==> config.mk <==
export PLATFORM = sky130hd
export DESIGN_NAME = memory_stage
export DESIGN_NICKNAME = d
export VERILOG_FILES = /design/src/rtl/mem_stage_pkg.sv /design/src/rtl/memory_stage_stack_pointer.sv /design/src/rtl/memory_stage.sv
export SDC_FILE = /design/constraint.sdc
export NUM_CORES = 1
export LEC_CHECK = 0
export ABC_AREA = 1
export CORE_ASPECT_RATIO = 1.1
export CORE_UTILIZATION = 45
export DETAILED_ROUTE_END_ITERATION = 10
export HOLD_SLACK_MARGIN = 0.05
export PLACE_DENSITY = 0.71
export SLEW_MARGIN = 20
export SYNTH_ARGS = -nofsm -noshare
export SYNTH_HDL_FRONTEND = slang
export SYNTH_SLANG_ARGS = --single-unit
export TNS_END_PERCENT = 10
==> constraint.sdc <==
create_clock -name CLK -period 7.72 [get_ports CLK]
set_input_delay 1.544 -clock CLK [delete_from_list [all_inputs] [get_ports CLK]]
set_output_delay 1.544 -clock CLK [all_outputs]
set_load 0.1 [all_outputs]
==> src/rtl/mem_stage_pkg.sv <==
// Shared definitions for the memory stage: EX/MEM bundle field positions,
// forwarding record layout, FSM state encoding and the reset stack pointer.
package mem_stage_pkg;

    localparam int BUNDLE_W = 106;

    // Flags and branch qualifiers travel with the bundle but are not used here.
    localparam int B_CF  = 105;
    localparam int B_NF  = 104;
    localparam int B_ZF  = 103;
    localparam int B_JMP = 102;
    localparam int B_JZ  = 99;

    // Multi-bit fields, addressed as [LO +: width].
    localparam int B_INPORT_LO = 83;   // 16 bits
    localparam int B_NPC_LO    = 51;   // 32 bits
    localparam int B_RSRC_LO   = 35;   // 16 bits
    localparam int B_ALU_LO    = 19;   // 16 bits
    localparam int B_RSRCA_LO  = 16;   // 3 bits
    localparam int B_RDST_LO   = 13;   // 3 bits

    // Control bits.
    localparam int B_PRVSSTACK = 12;
    localparam int B_PUSH      = 11;
    localparam int B_POP       = 10;
    localparam int B_RET       = 9;
    localparam int B_RTI       = 8;
    localparam int B_LDD       = 7;
    localparam int B_IN        = 6;
    localparam int B_OUT       = 5;
    localparam int B_SCNDITER  = 4;
    localparam int B_CALL      = 3;
    localparam int B_MEMREAD   = 2;
    localparam int B_MEMWRITE  = 1;
    localparam int B_WB        = 0;

    // Forwarding record {WB, Rdst[2:0], result[15:0]}.
    localparam int FWD_W       = 20;
    localparam int FWD_WB      = 19;
    localparam int FWD_RDST_LO = 16;
    localparam int FWD_DATA_LO = 0;

    localparam logic [31:0] SP_INIT_DEFAULT = 32'h000F_FFFE;

    typedef enum logic [1:0] {
        IDLE   = 2'd0,
        SECOND = 2'd1,
        THIRD  = 2'd2
    } memState_t;

    // Which multi-word transfer is in flight.
    typedef enum logic [1:0] {
        OP_CALL = 2'd0,
        OP_RET  = 2'd1,
        OP_RTI  = 2'd2
    } stackOp_t;

endpackage

==> src/rtl/memory_stage_stack_pointer.sv <==
// Stack pointer register: synchronous reset to SP_INIT, signed step
// (-2..+3) applied when enabled, wrapping modulo 2^ADDR_W.
module stack_pointer #(
    parameter int                ADDR_W  = 32,
    parameter logic [ADDR_W-1:0] SP_INIT = '0
) (
    input  logic              clk,
    input  logic              reset,
    input  logic              en,
    input  logic signed [2:0] step,
    output logic [ADDR_W-1:0] sp
);

    // SP update: reset wins, otherwise add the sign-extended step when enabled.
    always_ff @(posedge clk) begin
        if (reset) begin
            sp <= SP_INIT;
        end else if (en) begin
            sp <= sp + {{(ADDR_W-3){step[2]}}, step};
        end
    end

endmodule

==> src/rtl/memory_stage.sv <==
// Memory stage of the 16-bit RISC pipeline. Performs loads/stores, owns the
// stack pointer and sequences the multi-word CALL/RET/RTI stack transfers.
// Optional build macro SP_BOUNDS_CHK_EN adds a registered stack_fault output
// and suppresses stack ops that would leave the [0, SP_INIT] window.
//
// Flow control: Stall is the only handshake. In is consumed on every cycle
// with Stall=0; while Stall=1 upstream must hold In unchanged and this stage
// works from its own latched copy of the fields it needs.
//
// Stack layout: CALL stores next-PC high half at SP and low half at SP-1, so
// on return the word at SP+1 is the low half and SP+2 the high half; RTI finds
// the saved flags one word further up at SP+3.
module memory_stage
    import mem_stage_pkg::*;
#(
    parameter int                ADDR_W  = 32,
    parameter logic [ADDR_W-1:0] SP_INIT = ADDR_W'(SP_INIT_DEFAULT)
) (
    input  logic              CLK,
    input  logic              Reset,
    input  logic [105:0]      In,
    output logic [ADDR_W-1:0] mem_addr,
    output logic [15:0]       mem_wdata,
    output logic              mem_we,
    output logic              mem_re,
    input  logic [15:0]       mem_rdata,
    output logic              Stall,
    output logic [19:0]       Fwd_Mem,
    output logic              wb_en,
    output logic [2:0]        wb_addr,
    output logic [15:0]       wb_data,
    output logic              pc_load,
    output logic [31:0]       pc_value,
    output logic              flags_load,
    output logic [2:0]        flags_value,
`ifdef SP_BOUNDS_CHK_EN
    output logic              stack_fault,
`endif
    output memState_t         dbgState,
    output logic [ADDR_W-1:0] dbgSp
);

    memState_t         state, nextState;
    stackOp_t          opLatch;
    logic [31:0]       npcLatch, pcNext;
    logic [15:0]       aluLatch, firstWord, secondWord;
    logic [2:0]        rdstLatch;
    logic              wbLatch;
    logic [ADDR_W-1:0] sp, addrC;
    logic              spEn;
    logic signed [2:0] spStep;
    logic              stallC, weC, reC, wbC, faultNow;
    logic              captureOp, captureFirst, captureSecond, pcLoadC, flagsLoadC;
    logic [15:0]       wdataC, resultC;
    logic [2:0]        rdstC;

    logic [15:0] aluIn, rsrcIn, inPortIn;
    logic [31:0] npcIn;
    logic [2:0]  rdstIn;
    logic        doRti, doRet, doCall, doPop, doPush;
    logic        unusedBits;

    assign aluIn    = In[B_ALU_LO +: 16];
    assign rsrcIn   = In[B_RSRC_LO +: 16];
    assign inPortIn = In[B_INPORT_LO +: 16];
    assign npcIn    = In[B_NPC_LO +: 32];
    assign rdstIn   = In[B_RDST_LO +: 3];
    assign unusedBits = ^{In[B_CF:B_JZ], In[B_RSRCA_LO +: 3], In[B_PRVSSTACK],
                          In[B_OUT], In[B_SCNDITER]};

    // Stack-op priority RTI > RET > CALL > POP > PUSH.
    assign doRti  = In[B_RTI];
    assign doRet  = In[B_RET]  & ~In[B_RTI];
    assign doCall = In[B_CALL] & ~In[B_RTI] & ~In[B_RET];
    assign doPop  = In[B_POP]  & ~In[B_RTI] & ~In[B_RET] & ~In[B_CALL];
    assign doPush = In[B_PUSH] & ~In[B_RTI] & ~In[B_RET] & ~In[B_CALL] & ~In[B_POP];

`ifdef SP_BOUNDS_CHK_EN
    logic [ADDR_W:0] spWide, spLimit;
    assign spWide  = {1'b0, sp};
    assign spLimit = {1'b0, SP_INIT};
    assign faultNow = (state == IDLE) &&
                      ((doPush && (sp < ADDR_W'(1))) ||
                       (doCall && (sp < ADDR_W'(2))) ||
                       (doPop  && (spWide + (ADDR_W+1)'(1) > spLimit)) ||
                       (doRet  && (spWide + (ADDR_W+1)'(2) > spLimit)) ||
                       (doRti  && (spWide + (ADDR_W+1)'(3) > spLimit)));

    // One-cycle fault pulse for a rejected stack op.
    always_ff @(posedge CLK) begin
        if (Reset) stack_fault <= 1'b0;
        else       stack_fault <= faultNow;
    end
`else
    assign faultNow = 1'b0;
`endif

    stack_pointer #(.ADDR_W(ADDR_W), .SP_INIT(SP_INIT)) u_sp (
        .clk   (CLK),
        .reset (Reset),
        .en    (spEn),
        .step  (spStep),
        .sp    (sp)
    );

    // FSM state register.
    always_ff @(posedge CLK) begin
        if (Reset) state <= IDLE;
        else       state <= nextState;
    end

    // Next state, memory strobes, SP step and the stage result.
    always_comb begin
        nextState     = state;
        stallC        = 1'b0;
        weC           = 1'b0;
        reC           = 1'b0;
        addrC         = '0;
        wdataC        = '0;
        spEn          = 1'b0;
        spStep        = '0;
        resultC       = aluIn;
        rdstC         = rdstIn;
        wbC           = In[B_WB];
        captureOp     = 1'b0;
        captureFirst  = 1'b0;
        captureSecond = 1'b0;
        pcLoadC       = 1'b0;
        flagsLoadC    = 1'b0;
        pcNext        = {secondWord, firstWord};
        case (state)
            IDLE: begin
                if (!faultNow) begin
                    if (doRti || doRet) begin
                        reC = 1'b1; addrC = sp + ADDR_W'(1);
                        captureOp = 1'b1; captureFirst = 1'b1;
                        stallC = 1'b1; nextState = SECOND;
                    end else if (doCall) begin
                        weC = 1'b1; addrC = sp; wdataC = npcIn[31:16];
                        captureOp = 1'b1; stallC = 1'b1; nextState = SECOND;
                    end else if (doPop) begin
                        reC = 1'b1; addrC = sp + ADDR_W'(1); resultC = mem_rdata;
                        spEn = 1'b1; spStep = 3'sd1;
                    end else if (doPush) begin
                        weC = 1'b1; addrC = sp; wdataC = rsrcIn;
                        spEn = 1'b1; spStep = -3'sd1;
                    end else if (In[B_MEMWRITE]) begin
                        weC = 1'b1; addrC = ADDR_W'(aluIn); wdataC = rsrcIn;
                    end else if (In[B_MEMREAD] || In[B_LDD]) begin
                        reC = 1'b1; addrC = ADDR_W'(aluIn); resultC = mem_rdata;
                    end
                end
                if (In[B_IN]) resultC = inPortIn;
            end
            SECOND: begin
                rdstC = rdstLatch; wbC = wbLatch; resultC = aluLatch;
                case (opLatch)
                    OP_CALL: begin
                        weC = 1'b1; addrC = sp - ADDR_W'(1); wdataC = npcLatch[15:0];
                        spEn = 1'b1; spStep = -3'sd2; nextState = IDLE;
                    end
                    OP_RET: begin
                        reC = 1'b1; addrC = sp + ADDR_W'(2);
                        pcLoadC = 1'b1; pcNext = {mem_rdata, firstWord};
                        spEn = 1'b1; spStep = 3'sd2; nextState = IDLE;
                    end
                    default: begin
                        reC = 1'b1; addrC = sp + ADDR_W'(2); captureSecond = 1'b1;
                        stallC = 1'b1; nextState = THIRD;
                    end
                endcase
            end
            THIRD: begin
                rdstC = rdstLatch; wbC = wbLatch; resultC = aluLatch;
                reC = 1'b1; addrC = sp + ADDR_W'(3);
                pcLoadC = 1'b1; flagsLoadC = 1'b1;
                spEn = 1'b1; spStep = 3'sd3; nextState = IDLE;
            end
            default: nextState = IDLE;
        endcase
    end

    // Strobes and stall are forced low while reset is held so an aborted
    // sequence cannot commit its pending write.
    assign Stall     = stallC & ~Reset;
    assign mem_we    = weC & ~Reset;
    assign mem_re    = reC & ~Reset;
    assign mem_addr  = addrC;
    assign mem_wdata = wdataC;
    assign Fwd_Mem   = {wbC & ~Stall, rdstC, resultC};
    assign dbgState  = state;
    assign dbgSp     = sp;

    // Capture the fields and stack words a multi-word transfer needs later.
    always_ff @(posedge CLK) begin
        if (Reset) begin
            opLatch    <= OP_CALL;
            npcLatch   <= '0;
            aluLatch   <= '0;
            rdstLatch  <= '0;
            wbLatch    <= 1'b0;
            firstWord  <= '0;
            secondWord <= '0;
        end else begin
            if (captureOp) begin
                opLatch   <= doRti ? OP_RTI : (doRet ? OP_RET : OP_CALL);
                npcLatch  <= npcIn;
                aluLatch  <= aluIn;
                rdstLatch <= rdstIn;
                wbLatch   <= In[B_WB];
            end
            if (captureFirst)  firstWord  <= mem_rdata;
            if (captureSecond) secondWord <= mem_rdata;
        end
    end

    // MEM/WB register plus the PC and flags restore pulses.
    always_ff @(posedge CLK) begin
        if (Reset) begin
            wb_en       <= 1'b0;
            wb_addr     <= '0;
            wb_data     <= '0;
            pc_load     <= 1'b0;
            pc_value    <= '0;
            flags_load  <= 1'b0;
            flags_value <= '0;
        end else begin
            wb_en      <= Fwd_Mem[FWD_WB];
            wb_addr    <= rdstC;
            wb_data    <= resultC;
            pc_load    <= pcLoadC;
            flags_load <= flagsLoadC;
            if (pcLoadC)    pc_value    <= pcNext;
            if (flagsLoadC) flags_value <= mem_rdata[2:0];
        end
    end

endmodule

==> results of run 1 <==
-- sequential cells by signal (all words and copies together) (netlist names) --
name         count
pc_value        32
u_sp.sp         32
aluLatch        16
firstWord       16
npcLatch        16
secondWord      16
wb_data         16
flags_value      3
rdstLatch        3
wb_addr          3
dbgState         2
opLatch          2
flags_load       1
pc_load          1
wbLatch          1
wb_en            1
-- stage by stage --
| stage | instance area, um^2 | power [W] | std cells | hold WS (ns) |
|---|---|---|---|---|
| 6_report | 16200 | 0.00451 | 2838 | 0.478 |
| 2_1_floorplan | 13000 | 0.00297 | 2260 | 0.430 |
| 5_1_grt | 16200 | 0.00473 | 2838 | 0.516 |
| 3_3_place_gp | 15700 | 0.00365 | 2807 | 0.458 |
| 4_1_cts | 16200 | 0.00449 | 2838 | 0.475 |
| 3_5_place_dp | 15700 | 0.00366 | 2807 | 0.463 |
-- where the power goes --
part,switching [W],internal [W],leakage [nW]
Clock,0.000401,0.000421,0.256
Combinational,0.00199,0.000644,6.00
Sequential,0.000131,0.000917,1.33
Total,0.00252,0.00198,7.58
-- worst max-delay path, delay by kind of cell --
kind	cells	cell delay, ns
buffers and inverters	2	1.75
AOI/OAI and AO/OA	2	0.56
and+or+nand+nor	5	1.20
-- cell families after synthesis --
family                     share of synthesized area (%)
buffers and inverters                               11.1
and+or+nand+nor                                     37.8
xor gates and xnor gates                            1.89
DFF                                                 24.8
adders and majority gates                           4.11
AOI/OAI and AO/OA                                   20.3
-- metal layers --
layer / track usage [%] / part of all wire (%)
met4: 17.6 / 5.0
met5: 0 / 0
met2: 60.6 / 47
met1: 45.1 / 40
met3: 5.16 / 8.1
-- path summary, 6_finish.rpt --
kind,startpoint,endpoint,slack [ns],cells past startpoint
worst min-delay path,npcLatch[1]$_SDFFE_PP0P_,npcLatch[1]$_SDFFE_PP0P_,0.48,2
worst max register to register,dbgState[0]$_SDFFE_PP0P_,u_sp.sp[14]$_SDFFE_PP1P_,3.52,13
worst min register to register,npcLatch[1]$_SDFFE_PP0P_,npcLatch[1]$_SDFFE_PP0P_,0.48,2
worst max-delay path,In[8],mem_addr[14],1.10,9
-- final cells by class --
| class | instances | share of cell area [%] |
|---|---|---|
| tap | 363 | 2.80 |
| timing repair buffer | 293 | 17.0 |
| sequential | 161 | 19.8 |
| multi-input combinational | 1743 | 51.3 |
| clock inverter | 14 | 0.778 |
| clock buffer | 17 | 2.62 |
| inverter | 247 | 5.71 |
-- cell usage in the layout (no fill, tap or decap), types with 23 or more instances in the layout --
cell	netlist	routed
a21oi_1	194	194
buf_4	13	66
clkdlybuf4s50_1	0	226
dfxtp_1	161	161
ha_1	41	40
inv_1	236	235
nand2_1	561	561
nand3_1	171	171
nand4_1	26	26
nor2_1	359	358
nor3_1	24	24
o21ai_0	211	211
xor2_1	23	23
==> summary.txt, run 1 <==
Status
  – Status: finished clean

Final layout
  – # fillers: 2864
  – Area Growth Syn to Fin: 25.2%
  – Layout cells sized above 1: 6.06%
  – Register area: 3220 um^2
  – Nets: 2629
  – Finished Core Util: between 50 and 60%
  – Antenna Cells: 0
  – Area occupied by multi-input gates: 8330 um^2

STA
  – Max Clk Rate: 0.151 GHz
  – Clock Skews: 0.0150 ns
  – Final Slew Violations: 0
  – Pin slew with the least headroom to its limit: 1.10 ns
  – Hold Fails Final Rpt: 0
  – Setup TNS: 0 ns
  – RSZ-0062 raised after global routing: no
  – Min Tclk post-route: roughly 6.6 ns
  – Final setup fails: 0
  – PnR worst setup slack: 1.10 ns
  – Relative max-transition margin: 26.8%
  – Tcrit/Tclk final: a little under nine tenths

Detailed routing
  – Total wire length after detailed routing: 54500 um
  – WL per Instance: ~19 um
  – DRC Markers: 0
  – Routed vias/inst: 5.63
  – 1st-iter DRT viols: 1709
  – First-pass iteration count of the detailed router: 8
  – Routed via count: between 15000 and 20000
  – Post-route ant nets: 0

Global route
  – Congestion Overflow GR: 0
  – Largest net degree at the start of global routing: 120
  – Initial antenna violation count: 0
  – First-pass GRT wire length: 82100 um
  – Vias in the first global route: 14374
  – Gr usage total: 36.2%

Clock network
  – Max H-tree Level: 4
  – Post-CTS Resized: 0
  – Worst-Skew Late Latency: ~0.44 ns
  – Total CTS buffers: 17
  – Reg clk slew, reported paths: 0.07 ns
  – Root buf cell: clkbuf_16
  – # Post-CTS Setup Buffers: 0
  – CTS tree: built
  – Clk sinks: 161
  – CTS max path bufs: 2
  – # hold bufs at CTS: 0

Logic synthesis
  – EDFF count, synth: 0
  – Synth Register Bits: 161
  – Synth Flop Type: dfxtp_1
  – Syn_area_per_cell: 5.74 um^2
  – Post-synthesis sequential area ratio: roughly a quarter
  – Cell with the most instances after synthesis: nand2_1
  – Top post-synthesis cells by area: dfxtp_1 (25%), nand2_1 (16%), nor2_1 (10%), o21ai_0 (8.1%), a21oi_1 (7.5%)
  – Post-Syn Nets: 2426
  – Area leader, netlist: dfxtp_1
  – Mapped Area: between 10000 and 15000 um^2
  – Synth top cells by count: nand2_1 (561), nor2_1 (359), inv_1 (236)
  – Syn. warnings: 0
  – Share of the synthesized area in the top cell type: 24.8%
  – Synth unique cells: 50
  – Gate Count Post-Synth: 2260
  – Post-synth ARST share: 0%

Critical path
  – Critical Path End Type: output pin
  – Setup CP Type: in2out
  – Startpoint types: input pin
  – Worst path most repeated cell: clkdlybuf4s50_1
  – CP max-delay cell: clkdlybuf4s50_1
  – Worst EP required: 6.18 ns
  – Max stage delay on crit path: 1.21 ns
  – Critical-path maximum fanout: 25
  – Data arrival, critical path: 5.07 ns
  – Cells along the critical path: clkdlybuf4s50_1 -> nor2_4 -> nand2_2 -> nor2_2 -> nor2_1 -> a21oi_1 -> nand2_1 -> a31oi_1 -> clkdlybuf4s50_1

Floorplan
  – Rows: 64
  – Io pins: 286
  – DIE HEIGHT: 180 um
  – Core area: ~28000 um^2
  – Initial core utilization: 46.2%
  – Die area: 29500 um^2
  – Die width: 164 um

Placement
  – Pre-CTS setup slack: 1.20 ns
  – PortBufs: 272
  – Dpl hpwl: 41300 um
  – Placer Congestion: 1.00

Power and ir drop
  – Worst VDD drop: 0.167 mV
  – Leakage power: approximately 7.6 nW
  – Power per cell area: 277 nW/um^2

Run
  – Max-Cap Viols: 0

Min path
  – HP Class: reg2reg
Power figures use the tool's default switching activity.
==> run 2, diff against run 1 <==
Settings changed: SLEW_MARGIN 20 to not set.
==> summary.txt, run 2 (same netlist as run 1, synthesis figures left out) <==
Status
  – Status: finished clean

Clock network
  – Post-CTS Resized: 0
  – CTS max path bufs: 2
  – # Post-CTS Setup Buffers: 0
  – Root buf cell: clkbuf_16
  – Reg clk slew, reported paths: 0.07 ns
  – CTS tree: built
  – Worst-Skew Late Latency: 0.44 ns
  – Max H-tree Level: 4
  – Clk sinks: 161
  – Total CTS buffers: 17
  – # hold bufs at CTS: 0

Global route
  – Gr usage total: 36.2%
  – Largest net degree at the start of global routing: 120
  – Vias in the first global route: 14374
  – First-pass GRT wire length: 82100 um
  – Initial antenna violation count: 0
  – Congestion Overflow GR: 0

Placement
  – Placer Congestion: approximately 1.0
  – Dpl hpwl: slightly above 40000 um
  – Placed cells: 2807
  – PortBufs: ~270

Floorplan
  – Initial core utilization: 46.2%
  – Core area: between 20000 and 30000 um^2
  – Die width: about 160 um
  – Io pins: 286
  – Rows: 64
  – DIE HEIGHT: 180 um
  – Die area: approximately 30000 um^2

Detailed routing
  – Routed via count: 15957
  – DRC Markers: 0
  – Total wire length after detailed routing: 54400 um
  – 1st-iter DRT viols: 1708
  – Post-route ant nets: 0
  – WL per Instance: 19.2 um
  – First-pass iteration count of the detailed router: 6
  – Routed vias/inst: 5.62

Final layout
  – Register area: 3220 um^2
  – Largest regs: pc_value x32, u_sp.sp x32
  – Most common cell after layout, fill and taps aside: nand2_1
  – Area occupied by multi-input gates: roughly 8300 um^2
  – Antenna Cells: 0
  – Fin cells: 2838
  – Commonest non-fill, non-tap cells in the layout: nand2_1 (561), nor2_1 (358), inv_1 (235)
  – Nets: between 2000 and 3000
  – # fillers: 2864
  – Layout cells sized above 1: 6.06%
  – Area Growth Syn to Fin: 25.2%

STA
  – Final Slew Violations: 0
  – Tcrit/Tclk final: 84.8%
  – Setup TNS: 0 ns
  – Clock Skews: around 0.015 ns
  – Min Tclk post-route: 6.55 ns
  – RSZ-0062 raised after global routing: no
  – Hold Fails Final Rpt: 0
  – Final setup fails: 0
  – Pin slew with the least headroom to its limit: 1.17 ns
  – Max Clk Rate: 0.153 GHz
  – Relative max-transition margin: 21.9%

Critical path
  – Critical-path maximum fanout: 25
  – R2R Setup Slk: between 3 and 4 ns
  – Data arrival, critical path: 5.00 ns
  – Setup CP Type: in2out
  – Worst EP required: 6.18 ns
  – Startpoint types: input pin
  – Critical Path End Type: output pin

Power and ir drop
  – Worst VDD drop: approximately 0.17 mV
  – Power per cell area: 277 nW/um^2
  – Total power: 0.00450 W
  – Leakage power: 7.58 nW

Run
  – Max-Cap Viols: 0

Min path
  – HP Class: reg2reg
[run 2: power breakdown]
part	internal, W	switching, W
logic	0.000644	0.00199
registers	0.000918	0.000131
clock network	0.000421	0.000399
[run 2: metal layers]
metal	vias to the layer above	GRT usage, %	wire [um]
met5	-	0	0
met4	0	17.6	2650
met3	150	5.16	4170
met2	783	60.6	25500
met1	7263	45.1	22100
li1	7761	-	-
[run 2: final timing paths]
| check | endpoint | startpoint | cells past startpoint |
|---|---|---|---|
| min | npcLatch[1]$_SDFFE_PP0P_ | npcLatch[1]$_SDFFE_PP0P_ | 2 |
| max reg2reg | u_sp.sp[14]$_SDFFE_PP1P_ | dbgState[0]$_SDFFE_PP0P_ | 13 |
| min reg2reg | npcLatch[1]$_SDFFE_PP0P_ | npcLatch[1]$_SDFFE_PP0P_ | 2 |
| max | mem_addr[14] | In[8] | 9 |
[run 2: area by class of cell]
| class | instances | share of cell area, % |
|---|---|---|
| inverter | 247 | 5.72 |
| clock inverter | 14 | 0.778 |
| clock buffer | 17 | 2.62 |
| sequential | 161 | 19.8 |
| tap | 363 | 2.80 |
| timing repair buffer | 293 | 17.0 |
| multi-input combinational | 1743 | 51.2 |
[run 2: per-stage QoR]
| step | hold WS [ns] | setup slack (ns) | utilization (%) | cell area [um^2] |
|---|---|---|---|---|
| after floorplan | 0.430 | 1.54 | - | 13000 |
| after global placement | 0.458 | 1.20 | 55.8 | 15700 |
| after detailed placement | 0.463 | 1.20 | 55.8 | 15700 |
| after CTS | 0.475 | 1.20 | 57.8 | 16200 |
| after global routing | 0.516 | 0.970 | 57.8 | 16200 |
| final | 0.477 | 1.17 | 57.8 | 16200 |
[run 2: worst max-delay path: stages]
cell,delay (ns)
clkdlybuf4s50_1,0.53
nor2_4,0.62
nand2_2,0.19
nor2_2,0.16
nor2_1,0.12
a21oi_1,0.24
nand2_1,0.08
a31oi_1,0.28
clkdlybuf4s50_1,1.21
